## config.mk

```make
export PLATFORM = sky130hd
export DESIGN_NAME = seg_display_scan
export DESIGN_NICKNAME = d
export VERILOG_FILES = /design/src/rtl/seg_display_scan.sv
export SDC_FILE = /design/constraint.sdc
export NUM_CORES = 1
export LEC_CHECK = 0
export ABC_AREA = 1
export CORE_MARGIN = 2
export CORE_UTILIZATION = 44
export CTS_CLUSTER_DIAMETER = 200
export DETAILED_ROUTE_END_ITERATION = 12
export GPL_ROUTABILITY_DRIVEN = 0
export PLACE_DENSITY = 0.74
export SYNTH_ARGS = -nofsm -noshare
export SYNTH_HDL_FRONTEND = slang
export SYNTH_SLANG_ARGS = --single-unit
```

## constraint.sdc

```tcl
create_clock -name clk_1kHz -period 4.11 [get_ports clk_1kHz]
set_clock_uncertainty 0.2 [all_clocks]
set_input_delay 0.411 -clock clk_1kHz [delete_from_list [all_inputs] [get_ports clk_1kHz]]
set_output_delay 0.411 -clock clk_1kHz [all_outputs]
set_load 0.1 [all_outputs]
```

## src/rtl/seg_display_scan.sv

```systemverilog
// rtl/seg_display_scan.sv - 8-digit multiplexed common-anode 7-segment scanner for BCD time digits
//
// Purpose:
//   Scans the eight BCD time digits onto a multiplexed common-anode display,
//   one digit per DWELL cycles. Adds 24 h / 12 h hour presentation, edit-mode
//   blinking of the hour/minute digits and dash display of invalid digits.
//   The digits are captured once per frame so a display frame never mixes
//   old and new time values.
//
// Ports:
//   clk_1kHz    system clock, 1 kHz tick
//   reset       synchronous, active-high
//   mode        00 = 24 h, 01 = 12 h, 10/11 = raw digit display
//   edit        time-set mode active (blinks idx7..4 in modes 00/01)
//   h1..k1      BCD digit nibbles, idx7 = h1 ... idx0 = k1
//   an          digit enables, active-low, an[7] = leftmost digit
//   seg         {g,f,e,d,c,b,a}, active-low
//   dp          decimal point, active-low
//   frame_tick  one-cycle pulse on each snapshot load

module seg_display_scan #(
    parameter int DWELL      = 2,
    parameter int BLINK_HALF = 250
) (
    input  logic       clk_1kHz,
    input  logic       reset,
    input  logic [1:0] mode,
    input  logic       edit,
    input  logic [3:0] h1,
    input  logic [3:0] h0,
    input  logic [3:0] m1,
    input  logic [3:0] m0,
    input  logic [3:0] s1,
    input  logic [3:0] s0,
    input  logic [3:0] k2,
    input  logic [3:0] k1,
    output logic [7:0] an,
    output logic [6:0] seg,
    output logic       dp,
    output logic       frame_tick
);

    localparam int                 BLINK_W    = $clog2(2 * BLINK_HALF + 1);
    localparam logic [BLINK_W-1:0] BLINK_LAST = BLINK_W'(2 * BLINK_HALF - 1);
    localparam logic [BLINK_W-1:0] BLINK_MID  = BLINK_W'(BLINK_HALF);
    localparam logic [7:0]         DWELL_LAST = 8'(DWELL - 1);

    localparam logic [6:0] SEG_BLANK = 7'b1111111;
    localparam logic [6:0] SEG_DASH  = 7'b0111111;

    logic [2:0]         scan_idx;
    logic [7:0]         dwell_cnt;
    logic [BLINK_W-1:0] blink_cnt;
    logic [31:0]        snapshot;
    logic [31:0]        live_digits;

    // Packed so that nibble n of the vector is display index n.
    assign live_digits = {h1, h0, m1, m0, s1, s0, k2, k1};

    function automatic logic [6:0] seg_code(input logic [3:0] v);
        logic [6:0] code;
        case (v)
            4'd0:    code = 7'b1000000;
            4'd1:    code = 7'b1111001;
            4'd2:    code = 7'b0100100;
            4'd3:    code = 7'b0110000;
            4'd4:    code = 7'b0011001;
            4'd5:    code = 7'b0010010;
            4'd6:    code = 7'b0000010;
            4'd7:    code = 7'b1111000;
            4'd8:    code = 7'b0000000;
            4'd9:    code = 7'b0010000;
            default: code = SEG_DASH;
        endcase
        return code;
    endfunction

    // ------------------------------------------------------------------
    // Hour interpretation of the snapshot
    // ------------------------------------------------------------------
    logic [3:0] snap_h1;
    logic [3:0] snap_h0;
    logic [7:0] hours;
    logic [7:0] hours12;
    logic [7:0] hours12_lo;
    logic       hours_bad;
    logic       pm_hour;
    logic [3:0] disp_h1;
    logic [3:0] disp_h0;

    always_comb begin
        snap_h1    = snapshot[31:28];
        snap_h0    = snapshot[27:24];
        hours      = ({4'd0, snap_h1} * 8'd10) + {4'd0, snap_h0};
        hours_bad  = (snap_h1 > 4'd9) || (snap_h0 > 4'd9) || (hours > 8'd23);
        pm_hour    = (hours >= 8'd12);
        hours12    = pm_hour ? (hours - 8'd12) : hours;
        if (hours12 == 8'd0) begin
            hours12 = 8'd12;
        end
        hours12_lo = hours12 - 8'd10;
        if (hours12 >= 8'd10) begin
            disp_h1 = 4'd1;
            disp_h0 = hours12_lo[3:0];
        end else begin
            disp_h1 = 4'd0;
            disp_h0 = hours12[3:0];
        end
    end

    // ------------------------------------------------------------------
    // Per-digit decode of the currently selected index
    // ------------------------------------------------------------------
    logic       clock_mode;
    logic       twelve_mode;
    logic       blink_phase;
    logic       show_pm;
    logic [3:0] nibble;
    logic       digit_blank;
    logic       digit_dash;
    logic       dp_on;
    logic [7:0] an_next;
    logic [6:0] seg_next;
    logic       dp_next;

    always_comb begin
        clock_mode  = ~mode[1];
        twelve_mode = (mode == 2'b01);
        blink_phase = (blink_cnt >= BLINK_MID);
        show_pm     = twelve_mode && !hours_bad && pm_hour;
        nibble      = snapshot[{scan_idx, 2'b00} +: 4];
        digit_blank = 1'b0;
        digit_dash  = 1'b0;

        // Hour digits are the only ones reinterpreted in clock modes.
        if (clock_mode && (scan_idx[2:1] == 2'b11)) begin
            if (hours_bad) begin
                digit_dash = 1'b1;
            end else if (twelve_mode) begin
                nibble = scan_idx[0] ? disp_h1 : disp_h0;
                // Leading zero of a 12 h hour is suppressed.
                if (scan_idx[0] && (disp_h1 == 4'd0)) begin
                    digit_blank = 1'b1;
                end
            end
        end

        // Edit blinking covers hours and minutes (idx7..4).
        if (clock_mode && edit && blink_phase && scan_idx[2]) begin
            digit_blank = 1'b1;
        end

        dp_on = clock_mode && ((scan_idx == 3'd6) || (scan_idx == 3'd4)
                               || ((scan_idx == 3'd0) && show_pm));

        if (digit_blank) begin
            an_next  = 8'hFF;
            seg_next = SEG_BLANK;
            dp_next  = 1'b1;
        end else begin
            an_next  = ~(8'b0000_0001 << scan_idx);
            seg_next = digit_dash ? SEG_DASH : seg_code(nibble);
            dp_next  = ~dp_on;
        end
    end

    // ------------------------------------------------------------------
    // Scan, blink and snapshot state with registered outputs
    // ------------------------------------------------------------------
    always_ff @(posedge clk_1kHz) begin
        if (reset) begin
            scan_idx   <= 3'd7;
            dwell_cnt  <= 8'd0;
            blink_cnt  <= '0;
            snapshot   <= 32'd0;
            an         <= 8'hFF;
            seg        <= SEG_BLANK;
            dp         <= 1'b1;
            frame_tick <= 1'b0;
        end else begin
            an         <= an_next;
            seg        <= seg_next;
            dp         <= dp_next;
            frame_tick <= 1'b0;

            if (blink_cnt == BLINK_LAST) begin
                blink_cnt <= '0;
            end else begin
                blink_cnt <= blink_cnt + 1'b1;
            end

            if (dwell_cnt == DWELL_LAST) begin
                dwell_cnt <= 8'd0;
                // 3-bit decrement wraps 0 -> 7 naturally.
                scan_idx  <= scan_idx - 3'd1;
                if (scan_idx == 3'd0) begin
                    snapshot   <= live_digits;
                    frame_tick <= 1'b1;
                end
            end else begin
                dwell_cnt <= dwell_cnt + 8'd1;
            end
        end
    end

endmodule
```

==> results by stage, run 1 <==
Outcome:
- The flow ran to the end, and the final reports show no timing, DRC or antenna violations.

Cells and area:
- The finished cells cover 0.00475 mm^2.
- In the final design database the tool counted 666 nets.
- The repair_antennas step left the layout with diodes totalling 0.
- The synthesis-to-layout area growth is 22.9%.
- The finished layout holds 715 standard cells, fillers aside.
- The share of layout cells above drive strength 1 is 0.109.

Min path:
- The worst hold path depth is 2.
- The startpoint of the lowest-slack hold path is snapshot[7].
- The path category of the worst min-delay check is flip-flop to flip-flop.
- For hold timing, the worst endpoint is snapshot[7].

Setup path:
- Data on the critical path is required at its endpoint by 4140 ps.
- The standard cell with the maximum stage delay on the critical path is sky130_fd_sc_hd__fa_2.
- For this run, the slowest stage of the critical path takes 480 ps.
- The arrival time reported for the critical path endpoint is 3930 ps.
- The worst-path maximum fanout is 8.
- The startpoint identified for the worst register-to-register timing path is snapshot[29].
- The critical path contains buffers and inverters numbering 3 combined.
- The critical path launch point type is a flip-flop.
- The kind of cell with the highest combined delay along the critical path is simple AND/OR/NAND/NOR gates.
- The critical path capture point type is a flip-flop.
- The worst reg-to-reg path cell count is 24.
- The endpoint of the worst register-to-register path is seg[3].
- The start-to-end type of the worst setup path is flip-flop to flip-flop.
- Walking the worst path, the cells encountered are ha_1 > ha_1 > inv_1 > fa_2 > nor2_8 > nand2_2 > nand2_4 > nand3_4 > nor2_8 > nand2_4 > nand2_1 > nand3_1 > nor2_2 > nand2_2 > nand3_1 > nand2_2 > nand4_1 > nand2_2 > inv_1 > ha_1 > inv_1 > nand2_1 > nand3_1 > nand3_1.
- The worst reg-to-reg setup slack is 220 ps.

Logic synthesis:
- The synthesized netlist contains 35 unique library cells.
- The number of enable flip-flop cells after synthesis is 0.
- The most used standard cell by instance count after synthesis is sky130_fd_sc_hd__nor2_1.
- When the netlist entered floorplanning its net count stood at 610.
- By area the synthesized netlist is led by sky130_fd_sc_hd__dfxtp_1 (36%), sky130_fd_sc_hd__nor2_1 (8.5%), sky130_fd_sc_hd__ha_1 (8.1%).
- Of all cell types, the one taking the most synthesized area is sky130_fd_sc_hd__dfxtp_1.
- Synthesis inferred 69 register bits.
- The proportion of register bits with asynchronous set or reset after synthesis is 0.
- The total of warnings raised by yosys is 0.
- Of the post-synthesis cell area, the dominant cell type holds 0.357.
- The commonest cells after synthesis are sky130_fd_sc_hd__nor2_1 (88), sky130_fd_sc_hd__nand2_1 (80), sky130_fd_sc_hd__dfxtp_1 (69).
- The count of mapped cells out of synthesis is 546.
- Among all flip-flop cells after synthesis, the most frequent one is sky130_fd_sc_hd__dfxtp_1.
- A synthesized cell averages 7.08 um^2.
- The post-synthesis sequential area ratio is 0.357.
- The mapped netlist covers 0.00386 mm^2.

GRT:
- The via count of the first global-routing pass is 3432.
- The largest net degree at the start of global routing is 34.
- The total global-route track usage is 0.193.
- The first global-routing pass estimated 15200 um of wire.
- The remaining global-route overflow is 0.
- The initial antenna violation count is 0.

Floorplanning:
- The initial utilization of the core area, before any placement, comes to 0.448.
- The number of core rows is 34.
- From bottom edge to top edge, the die measures 97.7 um.
- The die covers 0.00955 mm^2.
- The die is 97.7 um wide.
- The I/O pin count is 54.
- The placeable core region is 0.00864 mm^2.

Detailed routing:
- The residual DRC count is 0.
- Across all layers, the routed design uses 3601 vias.
- The total routed wirelength is 8810 um.
- Using the TritonRoute via totals, the vias-per-cell ratio works out to 5.04.
- The pre-antenna-repair detailed-routing pass consisted of 5 iterations.
- The first routing iteration left 142 violations.
- The routed length per placed instance is 12.3 um.
- The count of nets left with antenna violations once routing finished came out at 0.

Timing:
- Measured against its own limit, the worst slew margin works out to 0.351.
- The final setup violation count is 0.
- The max-slew violation count is 0.
- The upper clock frequency limit is 257 MHz.
- The transition at the pin with the smallest max-transition slack is 970 ps.
- The post-route minimum period is 3890 ps.
- Dividing the final minimum period by the clock period gives 0.947.
- The total count of hold-check failures in the final report is 0.

Placement:
- The post-placement cell area is 0.00451 mm^2.
- The count of port buffers added during placement is 53.
- Once detailed placement completed, the half-perimeter wirelength came to 6530 um.
- Once placement completed, the tool counted placed cells totaling 697.

Clock tree:
- Buffers inserted during clock tree synthesis total 9.
- The cell at the root of the clock tree is sky130_fd_sc_hd__clkbuf_8.
- The clock tree synthesis step divided the H-tree into 3 levels.
- The register clock-pin slew on the reported worst setup and hold paths is 70 ps.
- The clock reaches the later pin of the worst-skew pair after 340 ps.
- The tree built by TritonCTS fans out to 69 sinks.
- The clock tree from TritonCTS is done.
- The number of buffers on the longest clock path is 2.

Power:
- The total power consumption of the routed design is 0.00173 W.
- The analysis attributes to cell leakage a power of 2.17 nW.
- The power density of the placed cells is 363 mW/mm^2.
- The worst IR drop on VDD is 0.191 mV.

Run:
- Max-cap violations in this run came to 0.
-- metal layers --
metal,track usage,share of wire
met3,0.0396,0.050
met1,0.240,0.46
met5,0,0
met2,0.328,0.48
met4,0.0737,0.012
-- per-stage QoR --
stage | hold slack (ps) | TNS, ps | utilization | setup slack (ps)
after global routing | 275 | -54.9 | 0.550 | -42.3
after detailed placement | 249 | 0 | 0.522 | 72.2
after floorplan | 224 | 0 | - | 455
after global placement | 242 | 0 | 0.522 | 307
after CTS | 259 | 0 | 0.546 | 56.6
final | 256 | 0 | 0.550 | 218
-- state kept, by name, indices dropped and copies added (netlist names) --
name        flops
seg             7
dp              1
blink_cnt       9
snapshot       32
dwell_cnt       8
an              8
frame_tick      1
scan_idx        3
-- worst register-to-register path: stages (launching register included) --
cell                      delay [ps]
sky130_fd_sc_hd__dfxtp_1         340
sky130_fd_sc_hd__ha_1            310
sky130_fd_sc_hd__ha_1            210
sky130_fd_sc_hd__inv_1            70
sky130_fd_sc_hd__fa_2            480
sky130_fd_sc_hd__nor2_8          170
sky130_fd_sc_hd__nand2_2          80
sky130_fd_sc_hd__nand2_4         100
sky130_fd_sc_hd__nand3_4         110
sky130_fd_sc_hd__nor2_8          130
sky130_fd_sc_hd__nand2_4          90
sky130_fd_sc_hd__nand2_1          60
sky130_fd_sc_hd__nand3_1         130
sky130_fd_sc_hd__nor2_2          210
sky130_fd_sc_hd__nand2_2         100
sky130_fd_sc_hd__nand3_1         100
sky130_fd_sc_hd__nand2_2          70
sky130_fd_sc_hd__nand4_1         110
sky130_fd_sc_hd__nand2_2         110
sky130_fd_sc_hd__inv_1           110
sky130_fd_sc_hd__ha_1            230
sky130_fd_sc_hd__inv_1            50
sky130_fd_sc_hd__nand2_1          60
sky130_fd_sc_hd__nand3_1          80
sky130_fd_sc_hd__nand3_1          60
-- logic make-up (layout without fill, tap and decap cells) --
family | after synthesis | in the layout | share of synthesized area
adder cells (fa/ha/maj) | 27 | 27 | 0.0913
buffers and inverters | 87 | 148 | 0.0845
AND/OR/NAND/NOR | 257 | 257 | 0.315
flip-flops | 69 | 69 | 0.357
AO/OA/AOI/OAI | 98 | 98 | 0.134
XOR/XNOR | 8 | 8 | 0.0181
-- layout make-up --
| class | instances | area [um^2] |
|---|---|---|
| clock buffers | 13 | 159 |
| clock inverters | 3 | 43.8 |
| fillers | 834 | 3890 |
| inverters | 72 | 270 |
| multi-input cells | 390 | 2170 |
| flip-flops and latches | 69 | 1390 |
| well taps | 108 | 135 |
| repair buffers | 60 | 583 |
-- worst max path at each step --
stage | start | to | slack (ps) | cells after the start
after detailed placement | snapshot[31] | seg[3] | 70 | 24
after global placement | snapshot[31] | seg[3] | 310 | 24
after CTS | snapshot[31] | seg[3] | 60 | 24
after global routing | snapshot[29] | seg[3] | -40 | 24
final | snapshot[29] | seg[3] | 220 | 24
after floorplan | snapshot[31] | seg[3] | 460 | 24
-- report_power, final --
part / switching, W / leakage (nW) / total, W / internal, W
Sequential: 0.0000170 / 0.562 / 0.000715 / 0.000698
Clock: 0.000249 / 0.104 / 0.000563 / 0.000314
Combinational: 0.000306 / 1.51 / 0.000447 / 0.000140
-- what timing repair did --
item / in CTS / in global routing
endpoints found under the setup margin: 0 / 7
hold buffers: 0 / 0
buffers inserted: 0 / 2
resized for setup: 0 / 10
endpoints found under the hold margin: 0 / 0
-- placed cells by master (no fill, tap or decap), types with 16 or more instances in the layout --
cell                              instances
sky130_fd_sc_hd__nor2_1                  87
sky130_fd_sc_hd__clkdlybuf4s50_1         53
sky130_fd_sc_hd__nand2_2                 16
sky130_fd_sc_hd__a21oi_1                 27
sky130_fd_sc_hd__dfxtp_1                 66
sky130_fd_sc_hd__inv_1                   60
sky130_fd_sc_hd__ha_1                    24
sky130_fd_sc_hd__nand3_1                 48
sky130_fd_sc_hd__o21ai_0                 57
sky130_fd_sc_hd__nand2_1                 77
No activity file was read; power rests on OpenSTA's default activity.
==> run 2: changes to the inputs <==
==> constraint.sdc (replaced) <==
create_clock -name clk_1kHz -period 4.11 [get_ports clk_1kHz]
set_clock_uncertainty 0.2 [all_clocks]
set_input_delay 0.822 -clock clk_1kHz [delete_from_list [all_inputs] [get_ports clk_1kHz]]
set_output_delay 0.822 -clock clk_1kHz [all_outputs]
set_load 0.1 [all_outputs]
==> run 2 against run 1 <==
Via count up 1.9%. Sequential share of layout area down 0.38 points. Worst setup slack better by 1.6 ps. Clock power up 20%. Utilization up 0.88 points. Critical path type unchanged. First-iteration DRC count up 27%. Critical path depth up 1. Sequential cell count unchanged. Critical endpoint unchanged.
==> results by stage, run 2 (synthesis gave the netlist of run 1 again) <==
Placement:
- Summed over all nets, the half-perimeter wirelength after detailed placement is 6440 um.
- The number of cells in the design after placement is 698.
- Buffers placed on the I/O ports in this run total 53.
- The placed instances occupy a cell area of 0.00452 mm^2.

Detailed routing:
- The total routed wirelength is 8900 um.
- After detailed routing, the average wire length per cell comes to 12.4 um.
- The number of nets with antenna violations after routing is 0.
- The post-detailed-route via-to-cell ratio is 5.10.
- The via total after detailed routing is 3668.
- For this run, design rule violations remaining after detail routing come to 0.
- The first TritonRoute pass finished after 5 iterations.
- The detailed router finished its first iteration with 180 violations.

Outcome:
- The flow ran to the end, and the final reports show no timing, DRC or antenna violations.

Power:
- Of the total power, combinational logic draws 0.246.
- The switching share of power is 0.323.
- Of the total power, registers draw 0.388.
- The power density of the placed cells is 382 mW/mm^2.
- The analysis attributes to net switching a power of 0.000595 W.
- IR analysis of the VDD net gives a maximum drop of 0.209 mV.
- Internal power comes to 0.00125 W.
- The share of power burned in the clock network is 0.366.
- For this design the static power due to leakage is 2.21 nW.

Floorplanning:
- 54 I/O pins were placed.
- The height of the die is 97.7 um.
- The initial cell density of the core is 0.448.
- The number of core rows is 34.
- The floorplan step set the die width to 97.7 um.
- The die outline area is 0.00955 mm^2.
- The region available for standard cell placement spans 0.00864 mm^2.

Cells and area:
- The largest registers in the layout are snapshot x32, blink_cnt x9.
- Once layout is complete, the cells apart from fillers number 719.
- The largest register by flop count is snapshot.
- From synthesis to final layout, the design area changed by 24.8%.
- The flip-flop count of the largest register after layout is 32.
- In the layout the commonest cells are sky130_fd_sc_hd__nor2_1 (87), sky130_fd_sc_hd__nand2_1 (77), sky130_fd_sc_hd__dfxtp_1 (65).
- The number of nets in the final layout is 670.
- The repair_antennas step left the layout with diodes totalling 0.
- The library cell used most frequently in the layout, excluding fill and tap cells, is sky130_fd_sc_hd__nor2_1.
- Of the cells placed in the final design, the portion with a size suffix greater than 1 is 0.121.
- The post-route cell area is 0.00482 mm^2.
- The count of filler cells inserted in the layout is 824.

Clock tree:
- The number of levels the H-tree was split into is 3.
- The sink count of the clock tree is 69.
- The number of hold buffers added after CTS is 0.
- The clock latency on the worst-skew pair is 350 ps.
- Clock-pin slew was measured on the worst setup and hold paths at 80 ps.
- Clock tree synthesis selected as its root buffer the cell sky130_fd_sc_hd__clkbuf_8.
- In this run, CTS created clock tree buffers numbering 9.
- The number of buffers on the longest clock path is 2.
- The clock tree from TritonCTS is done.

Run:
- The number of maximum-capacitance violations is 0.

GRT:
- Across every metal layer, demand over resource in global routing totals 0.193.
- The remaining global-route overflow is 0.
- The via count of the first global-routing pass is 3440.
- The largest net degree at the start of global routing is 34.
- The initial antenna violation count came to 0.
- The first global-routing pass estimated 15400 um of wire.

Setup path:
- The startpoint identified for the worst register-to-register timing path is snapshot[31].
- The endpoint of the worst register-to-register path is seg[3].
- Along the worst path, the maximum fanout reaches 8.
- The start point of the critical path is snapshot[31].
- The slowest stage of the critical path belongs to the cell sky130_fd_sc_hd__fa_2.
- The worst reg-to-reg setup slack is 220 ps.
- The required time at the worst-slack endpoint is 4150 ps.
- The worst reg-to-reg path cell count is 25.
- The critical path capture point is seg[3].
- Data arrives at the worst endpoint at 3930 ps.
- The start-to-end type of the worst setup path is flip-flop to flip-flop.
- The critical path capture point type is a flip-flop.
- The delay of the slowest critical-path stage is 490 ps.
- The worst setup path is launched from a flip-flop.

Timing:
- The max-slew violation count is 0.
- The final setup violation count is 0.
- The total count of hold-check failures in the final report is 0.
- The post-route fraction of the period consumed by the critical path is 0.947.
- The upper clock frequency limit is 257 MHz.
- At the pin with the least slew margin, the transition time is 970 ps.
- Measured against its own limit, the worst slew margin works out to 0.352.
- The smallest clock period supported by the final layout is computed as 3890 ps.

Min path:
- The tightest min-delay check is of the flip-flop to flip-flop type.
[run 2: cell count changes in the layout (fill, tap and decap cells not counted), moves of 2 or more]
| cell | change |
|---|---|
| sky130_fd_sc_hd__buf_4 | +4 |
| sky130_fd_sc_hd__bufinv_16 | +2 |
| sky130_fd_sc_hd__clkbuf_1 | -2 |
| sky130_fd_sc_hd__clkbuf_8 | -2 |
[run 2: cell type report]
| type | instances | area [um^2] | share of cell area |
|---|---|---|---|
| Sequential cell | 69 | 1390 | 0.288 |
| Multi-Input combinational cell | 390 | 2170 | 0.450 |
| Clock buffer | 9 | 124 | 0.0257 |
| Tap cell | 108 | 135 | 0.0280 |
| Inverter | 72 | 270 | 0.0560 |
| Clock inverter | 7 | 121 | 0.0252 |
| Timing Repair Buffer | 64 | 613 | 0.127 |
[run 2: timing repair]
action	4_1_cts	5_1_grt
buffers inserted	0	5
endpoints found under the setup margin	0	7
hold endpoints to repair	0	0
resized for setup	0	13
[run 2: stage by stage]
step | power, W | worst slack [ps] | util | setup TNS (ps) | hold slack [ps]
floorplan | 0.00104 | 455 | - | 0 | 224
global placement | 0.00117 | 307 | 0.523 | 0 | 242
detailed placement | 0.00117 | 102 | 0.523 | 0 | 250
CTS | 0.00185 | 88.7 | 0.552 | 0 | 260
global route | 0.00193 | -40.8 | 0.559 | -40.8 | 285
finish | 0.00184 | 220 | 0.559 | 0 | 261
[run 2: worst min-delay path by stage]
stage | depth (start not counted) | startpoint | slack (ps) | end
global route | 2 | snapshot[7] | 290 | snapshot[7]
detailed placement | 2 | snapshot[18] | 250 | snapshot[18]
CTS | 2 | snapshot[18] | 260 | snapshot[18]
global placement | 2 | snapshot[11] | 240 | snapshot[11]
finish | 2 | snapshot[18] | 260 | snapshot[18]
floorplan | 2 | snapshot[7] | 220 | snapshot[7]
[run 2: layer usage]
layer | share of wire | wire length, um | global-route usage
met5 | 0 | 0 | 0
met4 | 0.021 | 186 | 0.0737
met3 | 0.052 | 466 | 0.0381
met2 | 0.47 | 4200 | 0.326
met1 | 0.46 | 4050 | 0.245
[run 2: critical path, delay by kind of cell, from the launching register on]
kind	cells	cell delay, ps
and+or+nand+nor	17	1650
adders and majority gates	4	1240
DFF	1	370
buffers and inverters	4	310
[run 2: power by group through the flow]
stage | clock network, W | logic, W | registers, W
after CTS | 0.000688 | 0.000446 | 0.000716
after global placement | 0 | 0.000439 | 0.000729
final | 0.000675 | 0.000454 | 0.000715
after floorplan | 0 | 0.000169 | 0.000875
after detailed placement | 0 | 0.000441 | 0.000732
after global routing | 0.000715 | 0.000497 | 0.000719
==> edit 1, RTL diff (flow settings as in run 1) <==
Change the parameter `BLINK_HALF` from 250 to 500.
--- a/src/rtl/seg_display_scan.sv
+++ b/src/rtl/seg_display_scan.sv
@@ -22,3 +22,3 @@
     parameter int DWELL      = 2,
-    parameter int BLINK_HALF = 250
+    parameter int BLINK_HALF = 500
 ) (
Function: same outputs for any inputs over 10 cycles, from zero or initial values and one cycle with reset high; that may be too few to reach the edited logic, so the function may still have changed.
==> edit 1 against run 1 <==
- total power is 4.8% higher
- area after synthesis rose by 0.19%
- sequential power is 1% higher
- global-route usage grew 0.23 points
- sequential cell count up 1
- clock power increased by 14%
- worst setup slack better by 0.051 ns
- count of clock-buffer cells in the layout is the same
- critical path depth shrank 3
- final area up 1.2%
- core utilization grew 0.64 points
- synthesized cell count is 0.18% lower
- wire length rose by 2.3%
- critical endpoint unchanged
- largest cell class unchanged
- highest routed layer unchanged
==> edit 1: results (changes against run 1) <==
Vias per cell: 5.07 (+0.61%)
Status: finished clean
Port Buffer Count: 53 (unchanged)
Biggest regs: snapshot x32, blink_cnt x10
Synthesized instance count: 545 (-0.18%)
Area share of fa/ha/maj cells after synthesis: 0.0911 (-0.000177)
Slowest stage delay, CP: 0.49 ns
Async set or reset register ratio after synthesis: 0 (unchanged)
Leakage: 2.20 nW (+1.2%)
Largest net degree at the start of global routing: 34 (unchanged)
Post-DP HPWL: 6.74 mm (+3.3%)
Drt first pass iters: 4 (-1)
Top cell family by delay on the critical path: simple AND/OR/NAND/NOR gates
Gr ovfl total: 0 (unchanged)
Crit path max fanout: 6 (-2)
Post-synthesis mux area share: 0 (unchanged)
Worst Hold Depth: 2 (unchanged)
Largest cells by area after synthesis: dfxtp_1 36%, nand2_1 8.7%, nor2_1 8.3%
Syn nets: 609 (-0.16%)
DRT Wirelength: 9.01 mm (+2.3%)
Internal power: 1.24 mW (+7.2%)
TritonCTS Buffers: 9 (unchanged)
Area fraction in compound gates after synthesis: 0.139 (+0.00459)
Layout cell share with drive strength beyond 1: 0.106 (-0.00295)
CTS H-Tree Depth: 3 (unchanged)
Pre-CTS worst setup slack: 0.120 ns (+0.0478 ns)
Worst-Skew Late Latency: 0.35 ns
Fin nets: 664 (-0.30%)
Worst min-delay path class: reg -> reg
Post-Synth XOR/XNOR Area: 0.0158 (-0.00230)
Slew at the pin closest to its max-slew limit: 0.979 ns (+0.00866 ns)
Clk buf depth: 2 (unchanged)
Number of distinct library cells after synthesis: 39 (+11%)
Ys flop type: dfxtp_1
Critical Path Start: snapshot[29]
VDD IR max: 188 uV (-1.4%)
Global Route Usage Sum: 0.195 (+0.00233)
Most frequent cell after synthesis: nand2_1
Antenna violations before repair: 0 (unchanged)
First-pass GRT wire length: 15.4 mm (+1.3%)
Critical hold path startpoint: snapshot[10]
Vias in the first global route: 3569 (+4.0%)
Clock-pin transition on the worst setup and hold timing paths: 0.08 ns
Setup Viol. Count Final: 0 (unchanged)
# diodes: 0 (unchanged)
CP arrival: 3.89 ns (-0.04 ns)
Yosys Warn Count: 0 (unchanged)
Slowest-stage cell, CP: fa_2
CTS root buf: clkbuf_8
Dpl cells: 697 (unchanged)
Wire per inst: 12.6 um (+2.6%)
DRT iter0 DRCs: 176 (+24%)
Worst reg-to-reg path cell count: 21 (-13%)
Post-synth top cells: 90 x nand2_1, 86 x nor2_1, 70 x dfxtp_1
Register area share after synthesis: 0.362 (+0.00448)
-- edit 1: changes by cell type after synthesis, sizes merged, moves of 2 or more --
cell and change:
nand4 +2, nor3 -3, nand2 +7, inv -3
nand3 -3, a21oi -2, xor2 -2, o21ai -4
-- edit 1: kinds of logic after synthesis --
group           Yosys count
buf+inv                  84
flops                    70
simple gates            260
fa+ha+maj                27
compound gates           97
xor+xnor                  7
-- edit 1: path summary, 6_finish.rpt --
| kind | end | slack (ns) |
|---|---|---|
| hold / removal | snapshot[10] | 0.25 |
| setup reg to reg | seg[3] | 0.27 |
| hold reg to reg | snapshot[10] | 0.25 |
| setup / recovery | seg[3] | 0.27 |
-- edit 1: area by class of cell --
type | count | area [um2]
repair buffers | 59 | 576
clock inverters | 3 | 65.1
multi-input cells | 391 | 2190
flip-flops and latches | 70 | 1400
well taps | 108 | 135
fillers | 792 | 3830
clock buffers | 13 | 169
inverters | 69 | 262
-- edit 1: power by group through the flow --
stage          logic, mW  clock network (mW)  registers, mW
2_1_floorplan      0.168                   0          0.886
3_3_place_gp       0.434                   0          0.740
3_5_place_dp       0.439                   0          0.741
4_1_cts            0.440               0.653          0.725
5_1_grt            0.478               0.679          0.730
6_report           0.442               0.642          0.725
-- edit 1: timing repair --
item,CTS,global route
buffers inserted,0,0
endpoints found under the setup margin,0,7
gates resized for setup,0,14
-- edit 1: worst min-delay path: cells and delay by family, from the launching register on --
family / cells / cell delay (ns)
flops: 1 / 0.30
buf+inv: 1 / 0.05
compound gates: 1 / 0.05
-- edit 1: stage by stage --
stage / cell area, um2 / power (mW)
finish: 4800 / 1.81
global placement: 4530 / 1.17
detailed placement: 4530 / 1.18
CTS: 4760 / 1.82
floorplan: 3870 / 1.05
global route: 4800 / 1.89
-- edit 1: per-layer routing --
metal  share of wire  wire [um]  up-vias  track usage
met5               0          0        -            0
met4           0.019        171        0       0.0737
met3           0.031        280       15       0.0344
met2            0.50       4500       67        0.356
met1            0.45       4060     1649        0.227
li1                -          -     1882            -
==> edit 2, RTL diff (config.mk and constraints of run 1) <==
Without the edit above. The output `an` loses its register stage (`an` becomes a continuous assignment).
--- a/src/rtl/seg_display_scan.sv
+++ b/src/rtl/seg_display_scan.sv
@@ -175,3 +175,2 @@
             snapshot   <= 32'd0;
-            an         <= 8'hFF;
             seg        <= SEG_BLANK;
@@ -180,3 +179,2 @@
         end else begin
-            an         <= an_next;
             seg        <= seg_next;
@@ -205,2 +203,4 @@
 
+    assign an = an_next;
+
 endmodule
Function: changed (Yosys sat finds a counterexample within 4 cycles, from zero or initial values and one cycle with reset high).
==> edit 2 against run 1 <==
- sequential cell count down 8
- wire length up 7.5%
- final area up 5.6%
- maximum frequency down 3.6%
- synthesized cell count up 4.6%
- non-clock buffer count up 21
- global-route usage up 0.57 points
- area after synthesis down 0.71%
- worst setup slack worse by 0.14 ns
- critical path type is now reg -> out
Power is not compared: it rests on default switching activity, and its combinational part moved more than twofold at a synthesized area within 25%.
==> edit 2: results (changes against run 1) <==
Status: finished clean
Tcrit/Tclk final: 0.982 (+0.0349)
Pre-CTS worst setup slack: 0.0149 ns (-0.0573 ns)
Multi-input gate share of total cell area: 0.478 (+0.0201)
Layout cell share with drive strength beyond 1: 0.184 (+0.0750)
Number of distinct library cells after synthesis: 41 (+17%)
Global Route Usage Sum: 0.198 (+0.00565)
Total number of sequential cells: 61 (-12%)
Post-DP HPWL: 6.74 mm (+3.3%)
Worst reg-to-reg setup slack: 0.25 ns (+0.03 ns)
Worst hold slack: 0.259 ns (+0.00343 ns)
First-pass GRT wire length: 15.8 mm (+4.1%)
Synthesized area per cell: 6.72 um2 (-5.1%)
Met1 wire length: 4.15 mm (+3.2%)
Met1 usage: 0.229 (-0.0106)
Reg area: 0.00123 mm2 (-11%)
Post-synth top cells: 107 x nand2_1, 93 x nor2_1, 72 x inv_1
Signal buffers share of area: 0.154 (+0.0315)
Area share of fa/ha/maj cells after synthesis: 0.0919 (+0.000655)
Dpl cells: 727 (+4.3%)
CP arrival: 3.42 ns (-0.51 ns)
Met3 Resource Use GR: 0.0381 (-0.00144)
Biggest regs: snapshot x32, blink_cnt x9, dwell_cnt x8
Fin nets: 713 (+7.1%)
Clkbuf count: 11 (-2)
Critical Path Start: snapshot[31]
Vias in the first global route: 3749 (+9.2%)
Setup repair bufs after CTS: 13 (+13)
-- edit 2: cell count changes in the layout (fill, tap and decap cells not counted), sizes merged, moves of 3 or more --
cell,run 1,this run
nand2,98,123
inv,71,77
dfxtp,69,61
clkdlybuf4s50,53,46
nor2,92,99
buf,7,35
o21ai,59,56
nand3,50,53
xor2,6,1
-- edit 2: cell families after synthesis --
logic type	after synthesis
AND/OR/NAND/NOR	293
adder cells (fa/ha/maj)	27
XOR/XNOR	2
AO/OA/AOI/OAI	94
buffers and inverters	94
flip-flops	61
-- edit 2: power by group through the flow --
stage / sequential [mW] / combinational [mW] / clock (mW)
after floorplan: 0.933 / 0.400 / 0
after global placement: 0.675 / 0.898 / 0
after detailed placement: 0.677 / 0.903 / 0
after CTS: 0.663 / 0.913 / 0.471
after global routing: 0.669 / 0.985 / 0.500
final: 0.662 / 0.914 / 0.459
-- edit 2: final timing paths --
check        depth (start not counted)          end
max                                 21        an[5]
min                                  2  snapshot[7]
max reg2reg                         22       seg[3]
min reg2reg                          2  snapshot[7]
